## src/rtl/fifo_sync_prog.sv

```systemverilog
// Synchronous FIFO, arbitrary depth, programmable almost-full/empty, occupancy and high-watermark.
// Registered read data (1 cycle after the read edge); writes rejected when full, reads rejected when empty.
module fifo_sync_prog #(
  parameter  int FIFO_WIDTH = 16,
  parameter  int FIFO_DEPTH = 8,
  localparam int CNT_W      = $clog2(FIFO_DEPTH + 1)
) (
  input  logic                  i_clk,
  input  logic                  i_rst,
  input  logic                  i_flush,
  input  logic                  i_wr_en,
  input  logic [FIFO_WIDTH-1:0] i_data_in,
  input  logic                  i_rd_en,
  input  logic [CNT_W-1:0]      i_af_level,
  input  logic [CNT_W-1:0]      i_ae_level,
  output logic [FIFO_WIDTH-1:0] o_data_out,
  output logic                  o_wr_ack,
  output logic                  o_overflow,
  output logic                  o_underflow,
  output logic                  o_full,
  output logic                  o_empty,
  output logic                  o_almostfull,
  output logic                  o_almostempty,
  output logic [CNT_W-1:0]      o_count,
  output logic [CNT_W-1:0]      o_max_count
);

  localparam int              PTR_W     = (FIFO_DEPTH > 1) ? $clog2(FIFO_DEPTH) : 1;
  localparam logic [PTR_W-1:0] LAST_PTR  = PTR_W'(FIFO_DEPTH - 1);
  localparam logic [CNT_W-1:0] DEPTH_CNT = CNT_W'(FIFO_DEPTH);

  logic [FIFO_WIDTH-1:0] r_mem [FIFO_DEPTH];
  logic [PTR_W-1:0]      r_wr_ptr;
  logic [PTR_W-1:0]      r_rd_ptr;
  logic [CNT_W-1:0]      r_count;
  logic [CNT_W-1:0]      r_max_count;
  logic [FIFO_WIDTH-1:0] r_data_out;
  logic                  r_wr_ack;
  logic                  r_overflow;
  logic                  r_underflow;

  logic                  w_full;
  logic                  w_empty;
  logic                  w_acc_wr;
  logic                  w_acc_rd;
  logic [PTR_W-1:0]      w_wr_ptr_nxt;
  logic [PTR_W-1:0]      w_rd_ptr_nxt;
  logic [CNT_W-1:0]      w_count_nxt;

  assign w_full   = (r_count == DEPTH_CNT);
  assign w_empty  = (r_count == '0);
  // A read never frees space for a same-cycle write when full, so gating on the flags alone suffices.
  assign w_acc_wr = i_wr_en && !w_full;
  assign w_acc_rd = i_rd_en && !w_empty;

  // Pointers wrap explicitly so depths that are not a power of two work.
  assign w_wr_ptr_nxt = (r_wr_ptr == LAST_PTR) ? '0 : r_wr_ptr + PTR_W'(1);
  assign w_rd_ptr_nxt = (r_rd_ptr == LAST_PTR) ? '0 : r_rd_ptr + PTR_W'(1);
  assign w_count_nxt  = r_count + CNT_W'(w_acc_wr) - CNT_W'(w_acc_rd);

  always_ff @(posedge i_clk) begin
    if (!i_rst && !i_flush && w_acc_wr) begin
      r_mem[r_wr_ptr] <= i_data_in;
    end
  end

  always_ff @(posedge i_clk) begin
    if (i_rst) begin
      r_wr_ptr    <= '0;
      r_rd_ptr    <= '0;
      r_count     <= '0;
      r_max_count <= '0;
      r_data_out  <= '0;
      r_wr_ack    <= 1'b0;
      r_overflow  <= 1'b0;
      r_underflow <= 1'b0;
    end else if (i_flush) begin
      r_wr_ptr    <= '0;
      r_rd_ptr    <= '0;
      r_count     <= '0;
      r_max_count <= '0;
      r_wr_ack    <= 1'b0;
      r_overflow  <= 1'b0;
      r_underflow <= 1'b0;
    end else begin
      if (w_acc_wr) begin
        r_wr_ptr <= w_wr_ptr_nxt;
      end
      if (w_acc_rd) begin
        r_rd_ptr   <= w_rd_ptr_nxt;
        r_data_out <= r_mem[r_rd_ptr];
      end
      r_count <= w_count_nxt;
      if (w_count_nxt > r_max_count) begin
        r_max_count <= w_count_nxt;
      end
      r_wr_ack    <= w_acc_wr;
      r_overflow  <= i_wr_en && !w_acc_wr;
      r_underflow <= i_rd_en && !w_acc_rd;
    end
  end

  assign o_data_out    = r_data_out;
  assign o_wr_ack      = r_wr_ack;
  assign o_overflow    = r_overflow;
  assign o_underflow   = r_underflow;
  assign o_count       = r_count;
  assign o_max_count   = r_max_count;
  assign o_full        = w_full;
  assign o_empty       = w_empty;
  assign o_almostfull  = (i_af_level != '0) && (r_count >= i_af_level);
  assign o_almostempty = (r_count <= i_ae_level) && !w_empty;

endmodule

```

## config.mk

```make
export PLATFORM = sky130hd
export DESIGN_NAME = fifo_sync_prog
export DESIGN_NICKNAME = d
export VERILOG_FILES = /design/src/rtl/fifo_sync_prog.sv
export SDC_FILE = /design/constraint.sdc
export NUM_CORES = 1
export LEC_CHECK = 0
export BUFFER_PORTS_ARGS = -buffer_cell sky130_fd_sc_hd__buf_4
export CORE_MARGIN = 2
export CORE_UTILIZATION = 55
export CTS_CLUSTER_SIZE = 14
export DETAILED_ROUTE_END_ITERATION = 10
export GPL_ROUTABILITY_DRIVEN = 0
export PLACE_DENSITY = 0.71
export SLEW_MARGIN = 10
export SYNTH_ARGS = -nofsm -noshare
export SYNTH_HDL_FRONTEND = slang
export SYNTH_SLANG_ARGS = --single-unit
```

## constraint.sdc

```tcl
create_clock -name i_clk -period 9.1 [get_ports i_clk]
set_clock_uncertainty 0.1 [all_clocks]
set_input_delay 0.91 -clock i_clk [delete_from_list [all_inputs] [get_ports i_clk]]
set_output_delay 0.91 -clock i_clk [all_outputs]
set_load 0.1 [all_outputs]
```

==> flow_summary_export.csv, run 1 <==
group,metric,value,unit
run_status,status,"completed",
flow_run,maxCapViolCount,0,
global_route,grtUsageMet3,5.346,%
logic_synthesis,synth_top_area_share,59.41,%
setup_path,crit_buf_inv,2,
clock_tree,cts.clk_slew.worst_paths,0.06,ns
logic_synthesis,yosys-top-cells-area,"edfxtp_1 59%, dfxtp_1 10%, mux4_2 9.1%, ha_1 4.3%, a221o_1 2.5%",
global_route,grt-busiest-layer,"met2",
power,p_leak,2.818,nW
clock_tree,cts_buffer_depth,2,
clock_tree,holdBufCountCts,0,
global_route,grt_max_degree,36,
setup_path,path_cells,"ha_1 > nor3b_1 > nand2b_1 > ha_1 > inv_1 > ha_1 > a21o_1 > a21oi_1 > xnor2_1 > inv_1 > ha_1 > nor2_1 > a41oi_1 > a21oi_1 > a211oi_1",
routing,via_count,3545,
finish,fillers,784,
global_route,overflow,0,
die,core_area,11470,um^2
logic_synthesis,syn_nets,417,
routing,routed_via_density,5.958,
timing,max_freq,0.2677,GHz
clock_tree,cts_buffers,17,
power,p_switching,0.5664,mW
power,pwr-share-clk,34.6,%
routing,wl,12360,um
logic_synthesis,synth_top_flop_cell,"edfxtp_1",
timing,slew_violations,0,
die,dieArea,12650,um^2
setup_path,cp-startpoint,"o_count[3]$_SDFF_PP0_",
timing,setup_slack,5.364,ns
power,share_seq_of_total_power,43.4,%
clock_tree,htree_levels,4,
logic_synthesis,synth_edf_count,128,
setup_path,critical-path-top-delay-family,"compound AO/OA/AOI/OAI gates",
finish,final_nets,491,
timing,worstMarginPinSlew,0.9755,ns
placed_design,place_ws,5.376,ns
logic_synthesis,synth.distinct_cells,45,
placed_design,dpl_cell_area,7087,um^2
routing,drc_errors,0,
timing,slew_headroom,34.72,%
routing,firstDrtPassIters,4,
power,power.density,250.5,nW/um^2
min_path,hp-start,"o_data_out[3]$_SDFFE_PP0P_",
setup_path,worst_r2r_startpoint,"o_count[3]$_SDFF_PP0_",
global_route,grt_use_met1,27.69,%
finish,layout.area.seq,4506,um^2
logic_synthesis,ys_seq_area_share,69.62,%
timing,rsz0062_at_grt,"no",
logic_synthesis,avgSynthCellArea,17.73,um^2
timing,timing_hold_violations_final,0,
power,p_sw_share,29.62,%
setup_path,worstPathRequired,9.33,ns
global_route,use_met2,33.69,%
die,die_x,112.5,um
power,ir_worst_vdd,0.0002808,V
logic_synthesis,async_flop_share,0,%
finish,fin_area,7635,um^2
min_path,min_path_type,"flip-flop to flip-flop",
global_route,antenna_found_initial,0,
clock_tree,cts.sinks,161,
global_route,track_usage,20.96,%
logic_synthesis,syn-instance-count,365,
setup_path,worstPathMaxFanout,8,
clock_tree,insertion_delay,0.42,ns
setup_path,crit_top_cell,"ha_1",
clock_tree,cts-root-buf,"clkbuf_16",
die,pin_count,60,
logic_synthesis,netlist_area,6470,um^2
power,pwr-share-comb,22.0,%
setup_path,critical-path-slowest-cell,"dfxtp_1",
die,initial_utilization,56.42,%
finish,multi_input_area,1802,um^2
clock_tree,postCtsResizedCells,0,
clock_tree,cts_tree,"yes",
die,num_rows,39,
setup_path,start_kind,"flip-flop",
finish,areaGrowthSynthToFinish,18.00,%
placed_design,hpwl,7352,um
die,die_h,112.5,um
timing,finalSetupTns,0,ns
setup_path,crit_type,"flip-flop to flip-flop",
timing,setup_viol,0,
routing,wl_per_cell,20.77,um
setup_path,end_kind,"flip-flop",
timing,finalCriticalPeriod,3.736,ns
timing,fin_crit_sh,41.05,%
logic_synthesis,synth.largest_area_cell,"edfxtp_1",
routing,drt-initial-drc-count,239,
finish,num_antenna_cells,0,
power,total_power,1.912,mW
global_route,grt_first_pass_wirelength,19590,um
setup_path,cpPeakStageDelay,0.43,ns
logic_synthesis,ys_ff_latch,161,
setup_path,arrival,3.96,ns
clock_tree,cts_setup_buffers,0,
routing,ant_nets,0,
logic_synthesis,synth_warnings,0,
placed_design,io_buffer_count,59,
power,intPower,1.346,mW
finish,drive_above_1_share,28.76,%
global_route,grt_pass1_vias,3631,
timing,fin_hold_ws,0.3877,ns
==> registers in the layout (all words and copies together), names as in the netlist <==
name         flops
o_wr_ack         1
o_overflow       1
o_max_count      4
r_mem          128
r_wr_ptr         3
r_rd_ptr         3
o_underflow      1
o_count          4
o_data_out      16
==> final cells by class <==
cell class	count	area share, %
Sequential cell	161	59.01
Multi-Input combinational cell	169	23.60
Timing Repair Buffer	70	6.883
Clock buffer	22	5.949
Tap cell	143	2.343
Clock inverter	10	1.229
Inverter	20	0.9833
==> metrics by stage <==
stage | instances | util (%)
6_report | 595 | 66.58
5_1_grt | 595 | 66.58
4_1_cts | 595 | 66.58
3_5_place_dp | 563 | 61.80
3_3_place_gp | 563 | 61.80
2_1_floorplan | 365 | -
==> synth_stat cells, types with 2 or more instances <==
cell type  number
or3_1           3
inv_1          19
mux4_2         26
dfxtp_1        33
a21oi_1        11
o21ai_0         3
buf_6           2
a21o_1          2
ha_1           22
buf_2           3
buf_4           2
nand2b_1        4
and3_1         18
nand3_1         2
mux4_1          6
a211oi_1        4
nor2_1         14
clkbuf_1        7
nor3_1          5
a221o_1        16
and2_1          3
edfxtp_1      128
nand2_1        10
==> worst paths after layout <==
check                                     end  slack [ns]  depth (start not counted)
hold reg to reg    o_data_out[3]$_SDFFE_PP0P_        0.39                          1
setup reg to reg  o_max_count[3]$_SDFFE_PP0N_        5.36                         15
hold / removal     o_data_out[3]$_SDFFE_PP0P_        0.39                          1
setup / recovery  o_max_count[3]$_SDFFE_PP0N_        5.36                         15
==> per-layer routing <==
metal / vias to the layer above / part of all wire, %
met5: - / 0
met4: 0 / 1.7
li1: 1602 / -
met3: 17 / 5.3
met1: 1804 / 42
met2: 122 / 51
==> power groups by stage <==
stage          Sequential (mW)  Clock (mW)  Combinational (mW)
2_1_floorplan            0.949           0               0.223
3_3_place_gp             0.844           0               0.408
3_5_place_dp             0.845           0               0.417
4_1_cts                  0.830       0.677               0.419
5_1_grt                  0.832       0.706               0.452
6_report                 0.830       0.662               0.421
==> layout by cell type (no fill, tap or decap), types with 2 or more instances in the layout <==
master | Yosys | final
nor3_1 | 5 | 3
mux4_1 | 6 | 6
ha_1 | 22 | 22
edfxtp_1 | 128 | 128
a21oi_1 | 11 | 11
o21ai_0 | 3 | 3
and2_1 | 3 | 3
nor2_1 | 14 | 14
nand3_1 | 2 | 2
inv_1 | 19 | 19
mux4_2 | 26 | 26
nand2_1 | 10 | 10
a21o_1 | 2 | 2
a211oi_1 | 4 | 4
clkinv_1 | 0 | 5
bufinv_16 | 0 | 2
and3_1 | 18 | 18
dfxtp_1 | 33 | 32
buf_4 | 2 | 70
nor3_2 | 1 | 3
clkbuf_1 | 7 | 4
clkbuf_16 | 0 | 17
nand2b_1 | 4 | 4
a221o_1 | 16 | 16
clkinv_2 | 0 | 3
or3_1 | 3 | 3
==> cell families (layout without fill, tap and decap cells) <==
| family | count (synthesis) | in the layout | synth area share (%) |
|---|---|---|---|
| simple gates | 72 | 72 | 6.421 |
| compound gates | 39 | 39 | 4.796 |
| buf+inv | 35 | 122 | 2.688 |
| fa+ha+maj | 23 | 23 | 4.564 |
| flops | 161 | 161 | 69.62 |
| xor+xnor | 2 | 2 | 0.2708 |
| mux | 33 | 33 | 11.64 |
No activity file was read; power rests on OpenSTA's default activity.
==> inputs of run 2 (changes only) <==
--- a/config.mk
+++ b/config.mk
@@ -5,13 +5,14 @@
 export SDC_FILE = /design/constraint.sdc
 export NUM_CORES = 1
 export LEC_CHECK = 0
+export ABC_AREA = 1
 export BUFFER_PORTS_ARGS = -buffer_cell sky130_fd_sc_hd__buf_4
 export CORE_MARGIN = 2
 export CORE_UTILIZATION = 55
 export CTS_CLUSTER_SIZE = 14
 export DETAILED_ROUTE_END_ITERATION = 10
 export GPL_ROUTABILITY_DRIVEN = 0
-export PLACE_DENSITY = 0.71
+export PLACE_DENSITY = 0.7
 export SLEW_MARGIN = 10
 export SYNTH_ARGS = -nofsm -noshare
 export SYNTH_HDL_FRONTEND = slang
==> constraint.sdc (replaced) <==
create_clock -name i_clk -period 3.5 [get_ports i_clk]
set_clock_uncertainty 0.1 [all_clocks]
set_input_delay 0.35 -clock i_clk [delete_from_list [all_inputs] [get_ports i_clk]]
set_output_delay 0.35 -clock i_clk [all_outputs]
set_load 0.1 [all_outputs]
==> flow_summary_export.csv, run 2 <==
group,metric,value,unit
clock_tree,cts_buffer_depth,2,
finish,final_cell_mix,"192 x nand2_1, 128 x edfxtp_1, 122 x inv_1",
finish,fillers,1000,
logic_synthesis,synth_compound_area_share,3.029,%
power,total_power,5.462,mW
timing,finalCriticalPeriod,3.238,ns
logic_synthesis,ys_ff_latch,161,
finish,multi_input_area,1974,um^2
finish,num_antenna_cells,0,
clock_tree,holdBufCountCts,0,
timing,finalSetupTns,0,ns
timing,setup_slack,0.2624,ns
setup_path,end_kind,"flip-flop",
die,core_area,12620,um^2
routing,drt-initial-drc-count,321,
power,power.density,655.4,nW/um^2
finish,post_layout_nonfiller_instances,957,
placed_design,dpl_cell_area,7695,um^2
global_route,antenna_found_initial,0,
placed_design,placed_cells,925,
finish,fin_area,8334,um^2
timing,timing_hold_violations_final,0,
logic_synthesis,yosys.area_share.simple,19.92,%
routing,drc_errors,0,
clock_tree,insertion_delay,0.42,ns
logic_synthesis,syn_nets,764,
logic_synthesis,netlist_area,7104,um^2
finish,final_util,66.04,%
die,initial_utilization,56.30,%
power,p_leak,3.638,nW
finish,final_common_cell,"nand2_1",
die,die_x,117.7,um
clock_tree,cts-root-buf,"clkbuf_16",
logic_synthesis,synth.largest_area_cell,"edfxtp_1",
global_route,grt_first_pass_wirelength,23730,um
clock_tree,htree_levels,4,
logic_synthesis,synth_warnings,0,
routing,firstDrtPassIters,5,
finish,top_register,"r_mem",
timing,fin_hold_ws,0.05728,ns
logic_synthesis,synthXorXnorAreaFrac,0.2466,%
timing,fin_crit_sh,92.50,%
logic_synthesis,synth_top_family_by_area,"simple AND/OR/NAND/NOR gates",
finish,drive_above_1_share,15.54,%
flow_run,maxCapViolCount,0,
finish,layout.area.seq,4511,um^2
logic_synthesis,synth_edf_count,128,
logic_synthesis,synthMuxAreaShare,0,%
routing,wl_per_cell,15.65,um
routing,wl,14980,um
logic_synthesis,avgSynthCellArea,9.978,um^2
logic_synthesis,synth_common_cells,"193 x nand2_1, 128 x edfxtp_1, 122 x inv_1, 103 x nand3_1, 33 x dfxtp_1",
setup_path,crit_type,"flip-flop to flip-flop",
power,ir_worst_vdd,0.0009740,V
finish,final_nets,824,
setup_path,start_kind,"flip-flop",
logic_synthesis,async_flop_share,0,%
timing,slew_violations,0,
setup_path,worstPathRequired,3.72,ns
placed_design,io_buffer_count,59,
logic_synthesis,yosysMostFrequentCell,"nand2_1",
routing,ant_nets,0,
setup_path,worstPathMaxFanout,8,
setup_path,critical-path-slowest-cell,"fa_1",
timing,setup_viol,0,
placed_design,hpwl,8778,um
global_route,overflow,0,
clock_tree,cts.sinks,161,
timing,worstMarginPinSlew,1.147,ns
timing,max_freq,0.3089,GHz
global_route,grt_pass1_vias,4751,
timing,slew_headroom,23.44,%
finish,largest_reg_flops,128,
logic_synthesis,synth_top_flop_cell,"edfxtp_1",
logic_synthesis,synth.distinct_cells,30,
routing,via_count,4937,
logic_synthesis,ys_seq_area_share,63.40,%
clock_tree,cts_tree,"yes",
setup_path,arrival,3.46,ns
routing,routed_via_density,5.159,
logic_synthesis,syn-instance-count,712,
timing,rsz0062_at_grt,"no",
die,pin_count,60,
run_status,status,"completed",
die,die_h,117.7,um
placed_design,place_ws,0.1210,ns
die,num_rows,41,
min_path,min_path_type,"primary input to flip-flop",
die,dieArea,13840,um^2
setup_path,path_cells,"inv_1 > ha_1 > nand3_4 > nand2_4 > inv_1 > ha_1 > inv_1 > ha_1 > fa_1 > xnor2_2 > inv_1 > ha_1 > nand2_1 > o21ai_4 > nand2_1 > nor2_1 > nor2_1",
logic_synthesis,synth_top_area_share,54.10,%
logic_synthesis,yosys-top-cells-area,"edfxtp_1 54%, nand2_1 10%, dfxtp_1 9.3%, nand3_1 7.3%, inv_1 6.4%",
setup_path,cpPeakStageDelay,0.41,ns
global_route,track_usage,22.22,%
finish,areaGrowthSynthToFinish,17.31,%
logic_synthesis,synth_fa_ha_area_share,4.156,%
clock_tree,cts.clk_slew.worst_paths,0.06,ns
clock_tree,cts_buffers,17,
global_route,grt_max_degree,67,
run 2: cell types whose count changed after synthesis, moves of 5 or more:
cell | before | now
and3_1 | 18 | 0
inv_1 | 19 | 122
nand2_1 | 10 | 193
buf_4 | 2 | 7
mux4_2 | 26 | 0
nor2_1 | 14 | 21
a221o_1 | 16 | 0
nand3_1 | 2 | 103
mux4_1 | 6 | 0
a21oi_1 | 11 | 30
buf_2 | 3 | 16
inv_2 | 1 | 6
run 2: worst paths after layout:
| check | start | endpoint | slack (ns) | depth (start not counted) |
|---|---|---|---|---|
| min | i_data_in[1] | r_mem[5][1]$_DFFE_PP_ | 0.06 | 1 |
| max reg2reg | o_count[2]$_SDFF_PP0_ | o_max_count[3]$_SDFFE_PP0N_ | 0.26 | 17 |
| max | o_count[2]$_SDFF_PP0_ | o_max_count[3]$_SDFFE_PP0N_ | 0.26 | 17 |
| min reg2reg | o_data_out[9]$_SDFFE_PP0P_ | o_data_out[9]$_SDFFE_PP0P_ | 0.37 | 2 |
run 2: report_power, final:
group / switching, mW / internal [mW] / total (mW)
registers: 0.0472 / 2.13 / 2.17
logic: 0.986 / 0.370 / 1.36
clock network: 0.704 / 1.23 / 1.93
run 2: repair_timing:
item,CTS,global route
setup buffers,0,0
endpoints found under the setup margin,0,4
gates resized for setup,0,3
endpoints found under the hold margin,0,0
run 2: layer usage:
metal,up-vias,routed length [um],global-route usage (%)
met5,-,0,0
met3,21,849,5.426
met2,145,7727,38.12
met4,0,258,8.434
met1,2345,6142,27.19
li1,2426,-,-
run 2: worst max-delay path, delay by kind of cell, from the launching register on:
kind            cells  cell delay [ns]
fa+ha+maj           5             1.37
simple gates        6             0.58
flops               1             0.33
buf+inv             4             0.27
compound gates      1             0.23
xor+xnor            1             0.22
run 2: layout make-up:
| class | instances | area share (%) |
|---|---|---|
| Sequential cell | 161 | 54.12 |
| Multi-Input combinational cell | 393 | 23.69 |
| Timing Repair Buffer | 70 | 6.305 |
| Inverter | 129 | 5.840 |
| Clock buffer | 22 | 5.570 |
| Tap cell | 172 | 2.582 |
| Clock inverter | 10 | 1.892 |
run 2: logic make-up after synthesis:
kind of cell / count (synthesis)
AND/OR/NAND/NOR: 328
flip-flops: 161
XOR/XNOR: 2
adder cells (fa/ha/maj): 23
AO/OA/AOI/OAI: 40
buffers and inverters: 158
==> inputs of run 3 (changes only) <==
--- a/config.mk
+++ b/config.mk
@@ -12,7 +12,7 @@
 export CTS_CLUSTER_SIZE = 14
 export DETAILED_ROUTE_END_ITERATION = 10
 export GPL_ROUTABILITY_DRIVEN = 0
-export PLACE_DENSITY = 0.7
+export PLACE_DENSITY = 0.74
 export SLEW_MARGIN = 10
 export SYNTH_ARGS = -nofsm -noshare
 export SYNTH_HDL_FRONTEND = slang
==> flow_summary_export.csv, run 3 (synthesis results as in run 2) <==
group,metric,value,unit
finish,top_register,"r_mem",
global_route,grt_first_pass_wirelength,25360,um
finish,final_common_cell,"nand2_1",
timing,max_freq,0.3036,GHz
timing,timing_hold_violations_final,0,
min_path,min_path_type,"primary input to flip-flop",
timing,slew_headroom,20.59,%
global_route,grt_pass1_vias,5005,
clock_tree,cts.clk_slew.worst_paths,0.06,ns
setup_path,arrival,3.51,ns
run_status,status,"completed",
global_route,overflow,0,
finish,final_nets,829,
routing,routed_via_density,5.270,
die,die_x,117.7,um
timing,worstMarginPinSlew,1.189,ns
clock_tree,cts_tree,"yes",
routing,firstDrtPassIters,7,
setup_path,worst_r2r_startpoint,"o_count[2]$_SDFF_PP0_",
placed_design,hpwl,9264,um
clock_tree,cts_buffer_depth,2,
finish,fillers,954,
setup_path,start_kind,"flip-flop",
power,p_leak,3.633,nW
clock_tree,cts_setup_buffers,0,
routing,ant_nets,0,
clock_tree,insertion_delay,0.43,ns
setup_path,end_kind,"flip-flop",
global_route,antenna_found_initial,0,
routing,via_count,5070,
routing,wl,15850,um
timing,rsz0062_at_grt,"no",
clock_tree,htree_levels,4,
finish,num_antenna_cells,0,
placed_design,io_buffer_count,59,
global_route,track_usage,23.81,%
setup_path,crit_type,"flip-flop to flip-flop",
clock_tree,cts-root-buf,"clkbuf_16",
routing,drc_errors,0,
timing,fin_crit_sh,94.10,%
setup_path,cp-startpoint,"o_count[2]$_SDFF_PP0_",
power,power.density,635.2,nW/um^2
timing,finalSetupTns,0,ns
setup_path,worstPathMaxFanout,7,
timing,finalCriticalPeriod,3.294,ns
clock_tree,cts.sinks,161,
die,die_h,117.7,um
finish,largest_reg_flops,128,
finish,final_cell_mix,"192 x nand2_1, 128 x edfxtp_1, 122 x inv_1",
flow_run,maxCapViolCount,0,
die,initial_utilization,56.30,%
die,dieArea,13840,um^2
die,core_area,12620,um^2
routing,drt-initial-drc-count,454,
global_route,grt_max_degree,67,
timing,setup_viol,0,
power,total_power,5.290,mW
finish,areaGrowthSynthToFinish,17.22,%
min_path,hp-start,"i_data_in[6]",
die,pin_count,60,
finish,drive_above_1_share,15.70,%
clock_tree,cts_buffers,17,
power,ir_worst_vdd,0.0009438,V
setup_path,worstPathRequired,3.72,ns
routing,wl_per_cell,16.47,um
die,num_rows,41,
timing,slew_violations,0,
==> run 3: cell types whose count changed in the layout (fill, tap and decap cells not counted), sizes merged <==
cell and change:
buf +5, bufinv -2, clkbuf -3, clkinvlp +1
clkinv +4
==> run 3: what timing repair did <==
action                     CTS  global route
hold buffers                 0             0
setup endpoints to repair    0             4
gates resized for setup      0             3
==> run 3: final timing paths <==
| check | to | slack (ns) | cells after the start |
|---|---|---|---|
| max | o_max_count[3]$_SDFFE_PP0N_ | 0.21 | 16 |
| max reg2reg | o_max_count[3]$_SDFFE_PP0N_ | 0.21 | 16 |
| min reg2reg | o_data_out[0]$_SDFFE_PP0P_ | 0.36 | 2 |
| min | r_mem[7][6]$_DFFE_PP_ | 0.05 | 1 |
==> run 3: area by class of cell <==
class | count | area (um^2) | area share (%)
clock buffer | 19 | 432.9 | 5.198
clock inverter | 13 | 120.1 | 1.442
inverter | 129 | 486.7 | 5.844
multi-input combinational | 393 | 1974 | 23.71
sequential | 161 | 4511 | 54.16
tap | 172 | 215.2 | 2.584
timing repair buffer | 75 | 588.1 | 7.061
==> run 3: through the flow <==
stage | setup slack, ns | cell area (um^2) | std cells | util (%) | hold slack [ns]
after floorplan | 0.008169 | 7113 | 712 | - | 0.3489
after global placement | 0.2876 | 7757 | 930 | 61.47 | 0.3543
after detailed placement | 0.1548 | 7757 | 930 | 61.47 | 0.3594
after CTS | 0.1256 | 8310 | 962 | 65.85 | 0.04696
after global routing | 0.02011 | 8328 | 962 | 65.99 | 0.04736
final | 0.2064 | 8328 | 962 | 65.99 | 0.05179
==> run 3: routing by layer <==
metal / vias to the layer above / routed length [um] / GRT usage [%]
met5: - / 0 / 0
met3: 28 / 890 / 5.087
met1: 2440 / 6460 / 29.93
li1: 2444 / - / -
met4: 0 / 323 / 10.77
met2: 158 / 8171 / 39.68
==> run 3: report_power, final <==
group / total (mW) / switching [mW] / internal, mW
sequential: 2.17 / 0.0394 / 2.13
clock: 1.75 / 0.715 / 1.03
combinational: 1.37 / 1.00 / 0.372
total: 5.29 / 1.76 / 3.53
==> run 3: worst max-delay path, stage by stage (launching register included) <==
cell     delay (ns)
dfxtp_2        0.35
inv_1          0.08
ha_1           0.20
nand3_1        0.17
nand2_2        0.14
ha_1           0.30
inv_1          0.04
ha_1           0.20
fa_1           0.41
xnor2_2        0.21
inv_1          0.07
ha_1           0.29
nand2_1        0.10
o21ai_4        0.25
nand2_1        0.10
nor2_1         0.12
nor2_1         0.05
